$ cat src/rtl/typed_const_bank.sv
// Typed constant bank: a small register file whose entries carry a value
// cast to one of seven integer types plus the stored type code. Contents
// are initialised after reset and can be frozen with a sticky lock.
module typed_const_bank #(
  parameter int NUM_ENTRIES = 8,
  parameter int DATA_W      = 64
) (
  input  logic                               clk,
  input  logic                               rst,
  input  logic                               wr_valid,
  output logic                               wr_ready,
  input  logic [$clog2(NUM_ENTRIES)-1:0]     wr_addr,
  input  logic [2:0]                         wr_type,
  input  logic [DATA_W-1:0]                  wr_data,
  output logic                               wr_err,
  input  logic                               rd_valid,
  input  logic [$clog2(NUM_ENTRIES)-1:0]     rd_addr,
  output logic [DATA_W-1:0]                  rd_data,
  output logic [2:0]                         rd_type,
  output logic                               rd_data_valid,
  output logic                               rd_err,
  input  logic                               lock,
  output logic                               init_done
);

  localparam int ADDR_W = $clog2(NUM_ENTRIES);

  localparam logic [2:0]        TYPE_BIT      = 3'd0;
  localparam logic [2:0]        TYPE_BYTE     = 3'd1;
  localparam logic [2:0]        TYPE_SHORTINT = 3'd2;
  localparam logic [2:0]        TYPE_INT      = 3'd3;
  localparam logic [2:0]        TYPE_LONGINT  = 3'd4;
  localparam logic [2:0]        TYPE_TIME     = 3'd5;
  localparam logic [2:0]        TYPE_INTEGER  = 3'd6;
  localparam logic [2:0]        TYPE_RSVD     = 3'd7;
  localparam logic [ADDR_W:0]   NUM_LIMIT     = (ADDR_W+1)'(NUM_ENTRIES);
  localparam logic [ADDR_W-1:0] LAST_SLOT     = ADDR_W'(NUM_ENTRIES - 1);

  typedef enum logic [1:0] {INIT, IDLE, LOCKED} state_t;

  state_t              state, state_next;
  logic [ADDR_W-1:0]   init_cnt;

  logic [DATA_W-1:0]   mem_data [NUM_ENTRIES];
  logic [2:0]          mem_type [NUM_ENTRIES];

  logic                mem_we;
  logic [ADDR_W-1:0]   mem_addr;
  logic [DATA_W-1:0]   mem_wdata;
  logic [2:0]          mem_wtype;

  logic                wr_accept, wr_in_range, wr_bad;
  logic                rd_take, rd_in_range;

  // Truncate the raw value to the target type and extend back to DATA_W.
  function automatic logic [DATA_W-1:0] cast_value(input logic [2:0] t,
                                                   input logic [DATA_W-1:0] d);
    logic [DATA_W-1:0] r;
    r = '0;
    case (t)
      TYPE_BIT:      r = DATA_W'(d[0]);
      TYPE_BYTE:     r = DATA_W'($signed(d[7:0]));
      TYPE_SHORTINT: r = DATA_W'($signed(d[15:0]));
      TYPE_INT:      r = DATA_W'($signed(d[31:0]));
      TYPE_INTEGER:  r = DATA_W'($signed(d[31:0]));
      TYPE_LONGINT:  r = DATA_W'($signed(d[63:0]));
      TYPE_TIME:     r = DATA_W'(d[63:0]);
      default:       r = '0;
    endcase
    return r;
  endfunction

  // Write acceptance, error classification and the single memory write port
  // shared between the INIT sweep and user writes.
  always_comb begin
    wr_ready    = (state != INIT);
    init_done   = (state != INIT);
    wr_accept   = wr_valid && wr_ready;
    wr_in_range = ({1'b0, wr_addr} < NUM_LIMIT);
    wr_bad      = wr_accept &&
                  ((state == LOCKED) || !wr_in_range || (wr_type == TYPE_RSVD));
    rd_take     = rd_valid && (state != INIT);
    rd_in_range = ({1'b0, rd_addr} < NUM_LIMIT);

    mem_we    = 1'b0;
    mem_addr  = '0;
    mem_wdata = '0;
    mem_wtype = TYPE_INT;
    if (state == INIT) begin
      mem_we   = 1'b1;
      mem_addr = init_cnt;
    end else if ((state == IDLE) && wr_accept && !wr_bad) begin
      mem_we    = 1'b1;
      mem_addr  = wr_addr;
      mem_wdata = cast_value(wr_type, wr_data);
      mem_wtype = wr_type;
    end
  end

  // Next-state logic; lock is only honoured once the bank is initialised.
  always_comb begin
    state_next = state;
    case (state)
      INIT:    if (init_cnt == LAST_SLOT) state_next = IDLE;
      IDLE:    if (lock) state_next = LOCKED;
      LOCKED:  state_next = LOCKED;
      default: state_next = INIT;
    endcase
  end

  // State register and INIT slot counter.
  always_ff @(posedge clk) begin
    if (rst) begin
      state    <= INIT;
      init_cnt <= '0;
    end else begin
      state <= state_next;
      if (state == INIT) init_cnt <= init_cnt + ADDR_W'(1);
    end
  end

  // Bank storage; contents are defined by the INIT sweep, not by reset.
  always_ff @(posedge clk) begin
    if (mem_we) begin
      mem_data[mem_addr] <= mem_wdata;
      mem_type[mem_addr] <= mem_wtype;
    end
  end

  // One-cycle error pulse for rejected writes.
  always_ff @(posedge clk) begin
    if (rst) wr_err <= 1'b0;
    else     wr_err <= wr_bad;
  end

  // Registered read port; reads sample pre-write contents of the same edge.
  always_ff @(posedge clk) begin
    if (rst) begin
      rd_data_valid <= 1'b0;
      rd_err        <= 1'b0;
      rd_data       <= '0;
      rd_type       <= '0;
    end else begin
      rd_data_valid <= rd_take;
      rd_err        <= rd_take && !rd_in_range;
      if (rd_take) begin
        if (rd_in_range) begin
          rd_data <= mem_data[rd_addr];
          rd_type <= mem_type[rd_addr];
        end else begin
          rd_data <= '0;
          rd_type <= '0;
        end
      end
    end
  end

endmodule
$ cat config.mk
export PLATFORM = sky130hd
export DESIGN_NAME = typed_const_bank
export DESIGN_NICKNAME = d
export VERILOG_FILES = /design/src/rtl/typed_const_bank.sv
export SDC_FILE = /design/constraint.sdc
export NUM_CORES = 1
export LEC_CHECK = 0
export CAP_MARGIN = 20
export CORE_UTILIZATION = 53
export DETAILED_ROUTE_END_ITERATION = 6
export GPL_ROUTABILITY_DRIVEN = 0
export PLACE_DENSITY = 0.75
export REMOVE_ABC_BUFFERS = 1
export SLEW_MARGIN = 20
export SYNTH_ARGS = -nofsm -noshare
export SYNTH_HDL_FRONTEND = slang
export SYNTH_SLANG_ARGS = --single-unit
$ cat constraint.sdc
create_clock -name clk -period 8.3 [get_ports clk]
set_input_delay 1.66 -clock clk [delete_from_list [all_inputs] [get_ports clk]]
set_output_delay 1.66 -clock clk [all_outputs]
set_load 0.01 [all_outputs]
### After elaboration in Yosys (flattened, before gate mapping)

Memory sizes are Yosys's and may differ from the RTL's. A register that Yosys moved wholly into a read port is not among the register bits.
Cells that the tools add are included.

* flip-flop bits (word level): 7
* latch bits: 0
* memory bits (writable): 536
* ROM bits: 0
* input bits: 78
* output and inout port bits: 72
* word-level logic and storage cells: 46
* memories kept: 2

Memory list
* mem_data: words 8, width 64, read ports 1, clocked after memory_dff 1, wr ports 1, line 44 `logic [DATA_W-1:0] mem_data [NUM_ENTRIES];`
* mem_type: words 8, width 3, read ports 1, clocked after memory_dff 1, wr ports 1, line 45 `logic [2:0] mem_type [NUM_ENTRIES];`

* add/subtract/negate cells: 1
* multiply operators: 0
* divide/modulo/power cells: 0
* magnitude comparators: 0
* eq/ne operators: 12
* shift-type cells: 0
* muxes and demuxes: 14
* bitwise gates (word level): 0
* reduce and logical (&&, ||, !) cells: 13

Operators with widths (count)
* case mux 64 bit (5 select lines): 1
* 2-to-1 mux 64 bit: 2
* == test 3 bit (second input constant): 5
* 2-to-1 mux 3 bit: 4
* == test 3 x 2 -> 1 bit (second input constant): 2
* case mux 2 bit (3 select lines): 1
* logical AND 1 bit: 5
* 2-to-1 mux 1 bit: 4
* 2-to-1 mux 2 bit: 2
* OR reduction 2 bit: 2
* adder 3 x 1 -> 3 bit (second input constant): 1
* == test 3 x 1 -> 1 bit (second input constant): 1
* logical NOT 3 bit: 1
* == test 2 x 1 -> 1 bit (second input constant): 1
* == test 2 bit (second input constant): 1
* logical NOT 2 bit: 1
* != test 2 x 1 -> 1 bit (second input constant): 1
* != test 2 bit (second input constant): 1
* AND reduction 2 bit: 1
* nonzero test 2 bit: 1
* logical NOT 1 bit: 1
* logical OR 1 bit: 1

### Logic depth before layout (Yosys ltp)

* word-level depth: 9
* gate-level depth with buffers: 8
* gate-level depth less buffers: 5

### Least setup slack after synthesis

No wires, ideal clock.

* path kind: input -> register
* start point: input port wr_type[0]
* end point: memory mem_data[1][0] (enable)
* library setup time: 0.594 ns
* data arrival time: 7.371 ns
* data required time: 7.706 ns
* slack: 0.334 ns
* stages: 5
* buffers on the path: 2
* cells stage by stage: buf_2 > and3_4 > buf_6 > o41ai_1 > a21boi_0

* cells in the longest elaborated chain, start to end: 9
* elaborated cells on any way between the ends: 11
* those cells by class: eq/ne: 1; mux: 6; reduce/logical: 4

RTL lines
* start: declaration: line 13 `input logic [2:0] wr_type,`
* == test 3 bit (*): line 81 `((state == LOCKED) || !wr_in_range || (wr_type == TYPE_RSVD));`
* logical OR 1 bit (*): line 81
* logical AND 1 bit (*): line 80 `wr_bad = wr_accept &&`
* logical NOT 1 bit (*): line 92 `end else if ((state == IDLE) && wr_accept && !wr_bad) begin`
* logical AND 1 bit (*): line 92
* 2-to-1 mux 1 bit: line 92
* 2-to-1 mux 1 bit: line 89 `if (state == INIT) begin`
* 2-to-1 mux 1 bit: line 124 `if (mem_we) begin`
* 2-to-1 mux 1 bit (implied by the code): line 125 `mem_data[mem_addr] <= mem_wdata;`
* end: declaration: line 44

Mark *: on every way between the ends. The rest lies on a longest branch, timed or not.

### Final worst setup path

* start point: input port wr_type[1]
* end point: memory mem_data[6][40] (enable)

The elaborated chain is that of the path after synthesis.

==> flow_summary.json <==
{
  "final_nets": 1451,
  "synthXorXnorAreaFrac_pct": 0.0756,
  "rsz0062_at_grt": "false",
  "vdd_drop_max_v": 0.000167,
  "cp_data_arrival_time_ps": 4770,
  "antenna_found_initial": 1,
  "synth.most_common_cell": "edfxtp_1",
  "synth_compound_area_share_pct": 4.05,
  "power.share.switching_pct": 20.7,
  "drv_cap": 0,
  "period_needed_ps": 4550,
  "slew_violations": 0,
  "grt_overflow": 0,
  "ios": 150,
  "p_int_mw": 5.02,
  "power_leakage_nw": 8.76,
  "synthCells": 1231,
  "routed-via-count": 12100,
  "dp_slack_ps": 3140,
  "cts_tree": "yes",
  "synth_cell_types": 43,
  "start_util_pct": 53.8,
  "clk_pin_slew_ps": 60,
  "ys.flop_type": "edfxtp_1",
  "finalWorstSetupSlack_ps": 3750,
  "num_antenna_cells": 0,
  "syn_avg_cell_area_um2": 18.8,
  "cts_hold_buf": 0,
  "cts_root_buf": "clkbuf_16",
  "synth_area_um2": 23200,
  "ys.warnings.count": 0,
  "status": "completed",
  "gr-usage-all-layers_pct": 22.8,
  "synthMuxAreaShare_pct": 13.1,
  "synth_edf_count": 536,
  "drtPass1Iterations": 5,
  "hold_viol": 0,
  "required_ps": 8520,
  "drive_above_1_share_pct": 18.4,
  "clk_path_buf_depth": 3,
  "grt_pass1_wl_mm": 74.7,
  "cts.repair.resized": 0,
  "vias_per_cell": 6.05,
  "worst_slew_pin_slew_ps": 1080,
  "fmax_mhz": 220,
  "synthAdderAreaFrac_pct": 0.270,
  "async_reset_ff_share_pct": 0,
  "synth_area_leaders": "edfxtp_1 (69%), mux4_2 (13%), dfxtp_1 (6.4%), o22ai_1 (1.8%), nor3_1 (1.5%)",
  "htreeDepth": 2,
  "portBuffers": 148,
  "first_iter_violations": 1078,
  "setup_viol": 0,
  "seq_area_frac_synth_pct": 75.9,
  "wl_mm": 49.0,
  "yosys.area.top_type": "edfxtp_1",
  "maxSlewHeadroom_pct": 28.0,
  "worstSkewPairLatency_ps": 600,
  "setup.worst_path.class": "in -> reg",
  "synthSimpleGateAreaFrac_pct": 4.56,
  "rows": 76,
  "p_seq_share_pct": 55.0,
  "fin_tns_setup_ps": 0,
  "power_density_nw_per_um2": 235,
  "cts_made_buffers": 57,
  "cp-end-kind": "flip-flop",
  "clkSinkCount": 610,
  "postCtsSetupBuffers": 0,
  "synth_commonest_cells": "edfxtp_1 (536), mux4_2 (134), nor2_1 (82), dfxtp_1 (74), nor3_1 (68)",
  "cp-start-kind": "primary input",
  "ant_nets": 0,
  "p_comb_share_pct": 5.6,
  "die_h_um": 211,
  "p_clk_share_pct": 39.4,
  "period_share_pct": 54.8,
  "power.switching_mw": 1.31,
  "placed_cells": 1893,
  "syn_to_final_growth_pct": 16.7,
  "drc_errors": 0,
  "post-route-util_pct": 62.7,
  "yosys.area.top_type_share_pct": 69.5,
  "crit_fanout": 39,
  "synth_top_family_by_area": "multiplexers",
  "dp_hpwl_mm": 25.2,
  "layout.cells.non_filler": 2000,
  "grt_max_degree": 75,
  "hold_class": "reg -> reg",
  "core_area_um2": 43100,
  "die-width_um": 211,
  "synth_seq_cells": 610,
  "dieArea_um2": 44500,
  "skew_ps": 16.3,
  "power_mw": 6.34,
  "grt_pass1_vias": 12600,
  "post_drt_wl_per_cell_um": 24.5
}
through the flow:
| step | area (um2) | hold WS, ps |
|---|---|---|
| CTS | 27000 | 493 |
| finish | 27000 | 489 |
| global route | 27000 | 504 |
| global placement | 25200 | 480 |
| floorplan | 22700 | 504 |
| detailed placement | 25200 | 481 |
layout make-up:
cell class,count,area [um2]
Sequential cell,610,17600
Tap cell,585,732
Inverter,6,22.5
Fill cell,2949,16100
Timing Repair Buffer,170,1670
Clock inverter,31,243
Clock buffer,75,1570
Multi-Input combinational cell,523,5210
path summary, 6_finish.rpt:
path | startpoint | endpoint | slack [ps] | cells past startpoint
hold / removal | rd_data[0]$_SDFFE_PP0P_ | rd_data[0]$_SDFFE_PP0P_ | 490 | 2
setup / recovery | wr_type[1] | mem_data[6][40]$_DFFE_PP_ | 3750 | 5
hold reg to reg | rd_data[0]$_SDFFE_PP0P_ | rd_data[0]$_SDFFE_PP0P_ | 490 | 2
setup reg to reg | state[1]$_SDFFE_PP0P_ | mem_data[1][41]$_DFFE_PP_ | 4480 | 6
cell families after synthesis:
family	after synthesis
multiplexers	136
buffers and inverters	98
AO/OA/AOI/OAI	154
flip-flops	610
XOR/XNOR	2
adder cells (fa/ha/maj)	5
AND/OR/NAND/NOR	225
other	1
layer usage:
metal / vias to the layer above / share of wire (%) / global-route usage [%] / routed length [um]
met4: 0 / 2.0 / 6.72 / 978
met2: 527 / 50 / 37.4 / 24400
li1: 5270 / - / - / -
met5: - / 0 / 0 / 0
met1: 6225 / 41 / 31.8 / 20000
met3: 77 / 7.5 / 3.72 / 3670
sequential cells by signal, summed over array words and instances, names as in the netlist:
signal / flops
rd_data_valid: 1
init_cnt: 3
state: 2
rd_type: 3
mem_data: 512
mem_type: 24
wr_err: 1
rd_data: 64
critical path, cell delays in order:
cell	delay, ps
clkdlybuf4s50_1	640
and3_4	340
o41ai_1	460
nor2b_4	950
buf_4	680
power by group through the flow:
| stage | Sequential, mW | Combinational (mW) | Clock, mW |
|---|---|---|---|
| floorplan | 3.56 | 0.185 | 0 |
| global placement | 3.54 | 0.355 | 0 |
| detailed placement | 3.55 | 0.359 | 0 |
| CTS | 3.48 | 0.362 | 2.54 |
| global route | 3.49 | 0.381 | 2.65 |
| finish | 3.48 | 0.355 | 2.50 |
cell usage in the layout (no fill, tap or decap), types with 4 or more instances in the layout:
| cell | Yosys | final |
|---|---|---|
| a21oi_1 | 18 | 18 |
| a31oi_1 | 40 | 40 |
| and2_1 | 10 | 7 |
| buf_4 | 9 | 22 |
| clkbuf_1 | 43 | 13 |
| clkbuf_16 | 0 | 59 |
| clkdlybuf4s50_1 | 0 | 145 |
| clkinv_1 | 0 | 9 |
| clkinv_2 | 0 | 11 |
| clkinvlp_4 | 0 | 5 |
| dfxtp_1 | 74 | 74 |
| edfxtp_1 | 536 | 536 |
| ha_1 | 5 | 5 |
| inv_1 | 6 | 6 |
| mux4_2 | 134 | 134 |
| nand2_1 | 34 | 34 |
| nand2b_1 | 4 | 4 |
| nand3b_1 | 4 | 4 |
| nor2_1 | 82 | 82 |
| nor3_1 | 68 | 68 |
| o21ai_0 | 17 | 17 |
| o22ai_1 | 67 | 67 |
| o41ai_1 | 4 | 4 |
Note: power is estimated with default switching activity, not from simulation.
==> RTL change 1 (same settings) <==
Set the parameter `DATA_W` to 128 (it was 64).
--- a/src/rtl/typed_const_bank.sv
+++ b/src/rtl/typed_const_bank.sv
@@ -3,7 +3,7 @@
 // are initialised after reset and can be frozen with a sticky lock.
 module typed_const_bank #(
   parameter int NUM_ENTRIES = 8,
-  parameter int DATA_W      = 64
+  parameter int DATA_W      = 128
 ) (
   input  logic                               clk,
   input  logic                               rst,
Ports: changed (resized rd_data and wr_data); port bits go from 150 to 278. The function was not compared with the original's and may differ.
==> RTL change 1 against the original RTL <==
Count of clock-buffer cells in the layout grew 6. Clock skew shrank 0.0041 ns. Area after synthesis grew 3.7%. Wire length grew 5.1%. First-iteration DRC count shrank 13%. Total power grew 0.85%. Combinational power grew 5%. Sequential cell count grew 9. Final area grew 3.8%. Final cell count grew 4.7%. Sequential share of layout area shrank 1.4 points. Setup slack lost 0.17 ns.
==> RTL change 1: results (changes against the original RTL) <==
Worst hold path
  • Hold Path Depth: 2 (unchanged)
  • Hold EP: rd_data[41]$_SDFFE_PP0P_

Yosys
  • YS warnings: 0 (unchanged)
  • Post-Synthesis Cells: 1,311 (+6.5%)
  • Post-synth EDFFs: 544 (+1.5%)
  • Top cells by count, synth: edfxtp_1 (544), mux4_2 (128), nor2_1 (84), dfxtp_1 (75), buf_4 (73)
  • Sequential area share after synthesis: 74.2% (-1.7 points)
  • Largest cells by area after synthesis: edfxtp_1 (68%), mux4_2 (12%), dfxtp_1 (6.2%), buf_4 (2.3%), o22ai_1 (1.8%)

Global route
  • M3 GR Usage: 4.03% (+0.32 points)
  • First-pass GRT wire length: 77.0 mm (+3.1%)
  • Met2 Track Usage GR: 36.4% (-0.99 points)
  • GRT Overall Usage: 22.4% (-0.35 points)
  • Grt met1 use: 31.3% (-0.51 points)
  • Antenna violations before repair: 0 (-1)
  • Largest net degree at the start of global routing: 76 (+1.3%)
  • Number of global-route vias before repair: 12,800 (+1.9%)

Final layout
  • Biggest regs: mem_data: 520 flops, rd_data: 65 flops, mem_type: 24 flops
  • Non-Filler Instances: 2,093 (+4.7%)
  • Share of cells above drive strength 1: 16.9% (-1.6 points)
  • Fillcell total: 3,111 (+5.5%)
  • Multi-input gate area: 5340 sq um (+2.4%)
  • # nets final: 1,599 (+10%)

Run status
  • Status: completed

Worst setup path
  • R2r setup slk: 5.04 ns (+0.56 ns)
  • CP max stage delay: 0.83 ns (-0.12 ns)
  • R2R Path End: mem_data[5][45]$_DFFE_PP_
  • Reg-to-Reg Start: state[0]$_SDFFE_PP0P_
  • Crit Path Max Fanout: 51 (+31%)
  • Slowest CP cell: buf_4

Placement
  • Detailed placement HPWL: 26.5 mm (+5.1%)
  • Placed Area: 26,300 sq um (+4.3%)
  • Placed Cells: 1,984 (+4.8%)
  • Pre-CTS setup slack: 2.99 ns (-0.153 ns)
  • PortBufs: 212 (+43%)

Clock tree
  • Clock Latency Late Sink: 0.62 ns (+0.02 ns)
  • TritonCTS Buffers: 58 (+1.8%)

STA
  • Hold_ws: 0.488 ns (-0.00160 ns)
  • Slew @ Worst Pin: 1.13 ns (+0.0517 ns)
  • Skew final: 0.0123 ns (-0.00406 ns)

Route
  • Violation count after the first detailed-routing iteration: 937 (-13%)
  • Final wirelength: 51.5 mm (+5.1%)
  • Via density: 6.08 (+0.53%)

Power
  • Peak supply drop: 165 uV (-1.5%)
  • Static Leakage: 9.09 nW (+3.7%)
[RTL change 1: tightest hold or removal path, delay by kind of cell, from the launching register on]
family	cells	cell delay, ns
flops	1	0.31
simple gates	2	0.13
[RTL change 1: worst max-delay path by stage]
stage	depth (start not counted)	slack, ns	start	endpoint
after floorplan	3	-1.34	wr_type[1]	mem_data[1][0]$_DFFE_PP_
after global placement	5	3.05	wr_type[1]	mem_data[5][19]$_DFFE_PP_
after detailed placement	5	2.99	wr_type[1]	mem_data[5][19]$_DFFE_PP_
after CTS	5	3.65	wr_type[1]	mem_data[5][19]$_DFFE_PP_
after global routing	5	3.44	wr_type[1]	mem_data[5][45]$_DFFE_PP_
final	5	3.58	wr_type[1]	mem_data[5][45]$_DFFE_PP_
[RTL change 1: area by class of cell]
type | count | share of cell area (%)
clock buffers | 81 | 5.66
inverters | 6 | 0.0803
flip-flops and latches | 619 | 63.6
clock inverters | 28 | 0.710
multi-input cells | 532 | 19.0
well taps | 592 | 2.64
repair buffers | 235 | 8.24
[RTL change 1: power by group through the flow]
stage / Clock [mW] / Combinational, mW / Sequential [mW]
2_1_floorplan: 0 / 0.193 / 3.61
3_3_place_gp: 0 / 0.373 / 3.58
3_5_place_dp: 0 / 0.375 / 3.60
4_1_cts: 2.53 / 0.376 / 3.53
5_1_grt: 2.65 / 0.393 / 3.54
6_report: 2.49 / 0.371 / 3.53
[RTL change 1: kinds of logic after synthesis]
family	after synthesis	share of synthesized area, %
other	1	0.0156
AOI/OAI and AO/OA	156	3.88
DFF	619	74.2
adders and majority gates	5	0.260
xor gates and xnor gates	2	0.0729
buffers and inverters	160	4.06
muxes	140	13.0
and+or+nand+nor	228	4.44
[RTL change 1: layer usage]
layer	vias to the layer above	wire (um)
met2	602	25100
li1	5479	-
met5	-	0
met3	73	4080
met4	0	1110
met1	6575	21100
==> RTL change 2 (config.mk and constraints unchanged) <==
Without the edit above. Register the output `wr_err` once more, with the module's reset; this adds one clock of latency there. The other outputs are not delayed to match.
--- a/src/rtl/typed_const_bank.sv
+++ b/src/rtl/typed_const_bank.sv
@@ -37,6 +37,8 @@
   localparam logic [ADDR_W-1:0] LAST_SLOT     = ADDR_W'(NUM_ENTRIES - 1);
 
   typedef enum logic [1:0] {INIT, IDLE, LOCKED} state_t;
+
+  logic wr_err_s0;
 
   state_t              state, state_next;
   logic [ADDR_W-1:0]   init_cnt;
@@ -129,8 +131,8 @@
 
   // One-cycle error pulse for rejected writes.
   always_ff @(posedge clk) begin
-    if (rst) wr_err <= 1'b0;
-    else     wr_err <= wr_bad;
+    if (rst) wr_err_s0 <= 1'b0;
+    else     wr_err_s0 <= wr_bad;
   end
 
   // Registered read port; reads sample pre-write contents of the same edge.
@@ -155,4 +157,12 @@
     end
   end
 
+  always_ff @(posedge clk) begin
+    if (rst) begin
+      wr_err <= '0;
+    end else begin
+      wr_err <= wr_err_s0;
+    end
+  end
+
 endmodule
Behaviour: not the same (Yosys sat finds a counterexample within 10 cycles, from zero or initial values and one cycle with rst high).
==> RTL change 2 against the original RTL <==
Utilization increased by 0.13 points. Global-route usage increased by 0.43 points. Non-clock buffer count decreased by 1. First-iteration DRC count increased by 4.5%. Total power increased by 1.7%. Sequential cell count increased by 1. Setup slack got worse by 0.47 ns. Synthesized cell count increased by 0.16%. Area after synthesis increased by 1.2%. Wire length increased by 3.7%. Final area increased by 0.87%. Die area increased by 1.2%. Critical endpoint is now mem_data[1][17]$_DFFE_PP_. Highest routed layer unchanged.
==> RTL change 2: results (changes against the original RTL) <==
Run status
  • Status: completed

Global route
  • First-pass GRT wire length: 76.1 mm (+1.9%)
  • GRT Overall Usage: 23.2% (+0.43 points)
  • Largest net degree at the start of global routing: 76 (+1.3%)
  • Grt ovf: 0 (unchanged)
  • Antenna violations before repair: 0 (-1)
  • Number of global-route vias before repair: 12,700 (+1.3%)

Yosys
  • Post-synth EDFFs: 536 (unchanged)
  • Synth unique cells: 47 (+9.3%)
  • Async SR Flop Fraction: 0% (unchanged)
  • Sequential area share after synthesis: 75.1% (-0.81 points)
  • Top cells by count, synth: edfxtp_1 (536), mux4_2 (103), nor2_1 (82), dfxtp_1 (75), nor3_1 (70)
  • Post-synthesis adder-cell area fraction: 0.267% (-0.0032 points)
  • Largest cells by area after synthesis: edfxtp_1 (69%), mux4_2 (9.9%), dfxtp_1 (6.4%), mux4_1 (3.5%), o22ai_1 (1.7%)
  • Compound-Gate Fraction of Synth Area: 4.07% (+0.027 points)
  • Top FF cell, synth: edfxtp_1
  • Xor/xnor cell area share of the yosys netlist: 0.0747% (-0.00089 points)
  • Mux contribution to synthesized area: 13.5% (+0.34 points)

STA
  • Slew @ Worst Pin: 1.19 ns (+0.109 ns)
  • Hold_ws: 0.451 ns (-0.0380 ns)
  • Skew final: 0.0452 ns (+0.0288 ns)

Worst setup path
  • CP arrival: 5.23 ns (+0.46 ns)
  • R2R Path End: mem_data[1][17]$_DFFE_PP_
  • R2R depth: 6 (unchanged)
  • R2r setup slk: 4.42 ns (-0.06 ns)
  • Reg-to-Reg Start: state[0]$_SDFFE_PP0P_
  • Crit Path Max Fanout: 58 (+49%)

Power
  • Peak supply drop: 161 uV (-3.7%)
  • Static Leakage: 8.84 nW (+0.93%)
  • P per Cell Area: 236 nW/um^2 (+0.82%)

Worst hold path
  • Min-Delay Path Class: register to register
  • Hold Path Depth: 1 (-1)
  • Hold_sp: wr_err_s0$_SDFF_PP0_
  • Hold EP: wr_err$_SDFF_PP0_

Clock tree
  • Post-CTS Resized: 0 (unchanged)
  • # H-tree levels: 2 (unchanged)
  • CTS max path bufs: 3 (unchanged)
  • Clock Latency Late Sink: 0.62 ns (+0.02 ns)
  • Worst-path clk slew: 0.06 ns (about the same)
  • TritonCTS Buffers: 58 (+1.8%)
  • Setup Buffers After CTS: 0 (unchanged)
  • Clock Root Buffer: clkbuf_16

Final layout
  • Biggest regs: mem_data: 512 flops, rd_data: 64 flops, mem_type: 24 flops
  • Fillcell total: 3,053 (+3.5%)
  • # nets final: 1,454 (+0.21%)
  • Share of cells above drive strength 1: 16.6% (-1.9 points)

Route
  • Violation count after the first detailed-routing iteration: 1,126 (+4.5%)
  • First-pass DRT Iterations: 6 (+1)
  • Via density: 6.12 (+1.1%)
  • Final wirelength: 50.8 mm (+3.7%)

Placement
  • PortBufs: 148 (unchanged)
  • Detailed placement HPWL: 26.3 mm (+4.1%)
  • Placed Area: 25,400 sq um (+0.80%)
[RTL change 2: metal layers]
metal | part of all wire (%) | vias to the layer above | track usage [%]
li1 | - | 5297 | -
met1 | 39 | 6297 | 31.3
met2 | 50 | 584 | 39.1
met3 | 8.7 | 81 | 3.90
met4 | 2.3 | 0 | 7.05
met5 | 0 | - | 0
[RTL change 2: how the worst max path moves through the flow]
stage          cells past startpoint                         to  slack [ns]  startpoint
2_1_floorplan                      3   mem_data[0][0]$_DFFE_PP_        1.12  wr_type[1]
3_3_place_gp                       5  mem_data[1][57]$_DFFE_PP_        2.80  wr_type[1]
3_5_place_dp                       5  mem_data[1][61]$_DFFE_PP_        2.70  wr_type[1]
4_1_cts                            5  mem_data[1][23]$_DFFE_PP_        3.31  wr_type[1]
5_1_grt                            5  mem_data[1][17]$_DFFE_PP_        3.20  wr_type[1]
6_report                           5  mem_data[1][17]$_DFFE_PP_        3.28  wr_type[1]
[RTL change 2: cells by family after synthesis]
family          Yosys count
compound gates          155
xor+xnor                  2
fa+ha+maj                 5
buf+inv                  94
flops                   611
mux                     136
other cells               1
simple gates            229
[RTL change 2: per-stage QoR]
| stage | setup slack (ns) | std cells | total power, mW |
|---|---|---|---|
| final | 3.28 | 2004 | 6.45 |
| after global routing | 3.20 | 2004 | 6.63 |
| after CTS | 3.31 | 2004 | 6.49 |
| after detailed placement | 2.70 | 1896 | 3.93 |
| after global placement | 2.80 | 1896 | 3.92 |
| after floorplan | 1.12 | 1142 | 3.76 |
[RTL change 2: worst max-delay path: stages]
cell,delay (ns)
clkdlybuf4s50_1,0.67
nand3_1,0.64
nand2_4,0.68
o32ai_4,0.65
buf_4,0.87
[RTL change 2: layout make-up]
cell class	count	area share, %
flip-flops and latches	611	64.6
inverters	3	0.0413
well taps	585	2.69
multi-input cells	528	19.8
repair buffers	169	6.03
clock inverters	30	0.982
clock buffers	78	5.90
[RTL change 2: power by group]
part | internal, mW | leakage, nW | total (mW) | switching, mW
logic | 0.155 | 2.31 | 0.367 | 0.211
clock network | 1.51 | 0.925 | 2.58 | 1.07
registers | 3.46 | 5.61 | 3.50 | 0.0339
total | 5.13 | 8.84 | 6.45 | 1.32
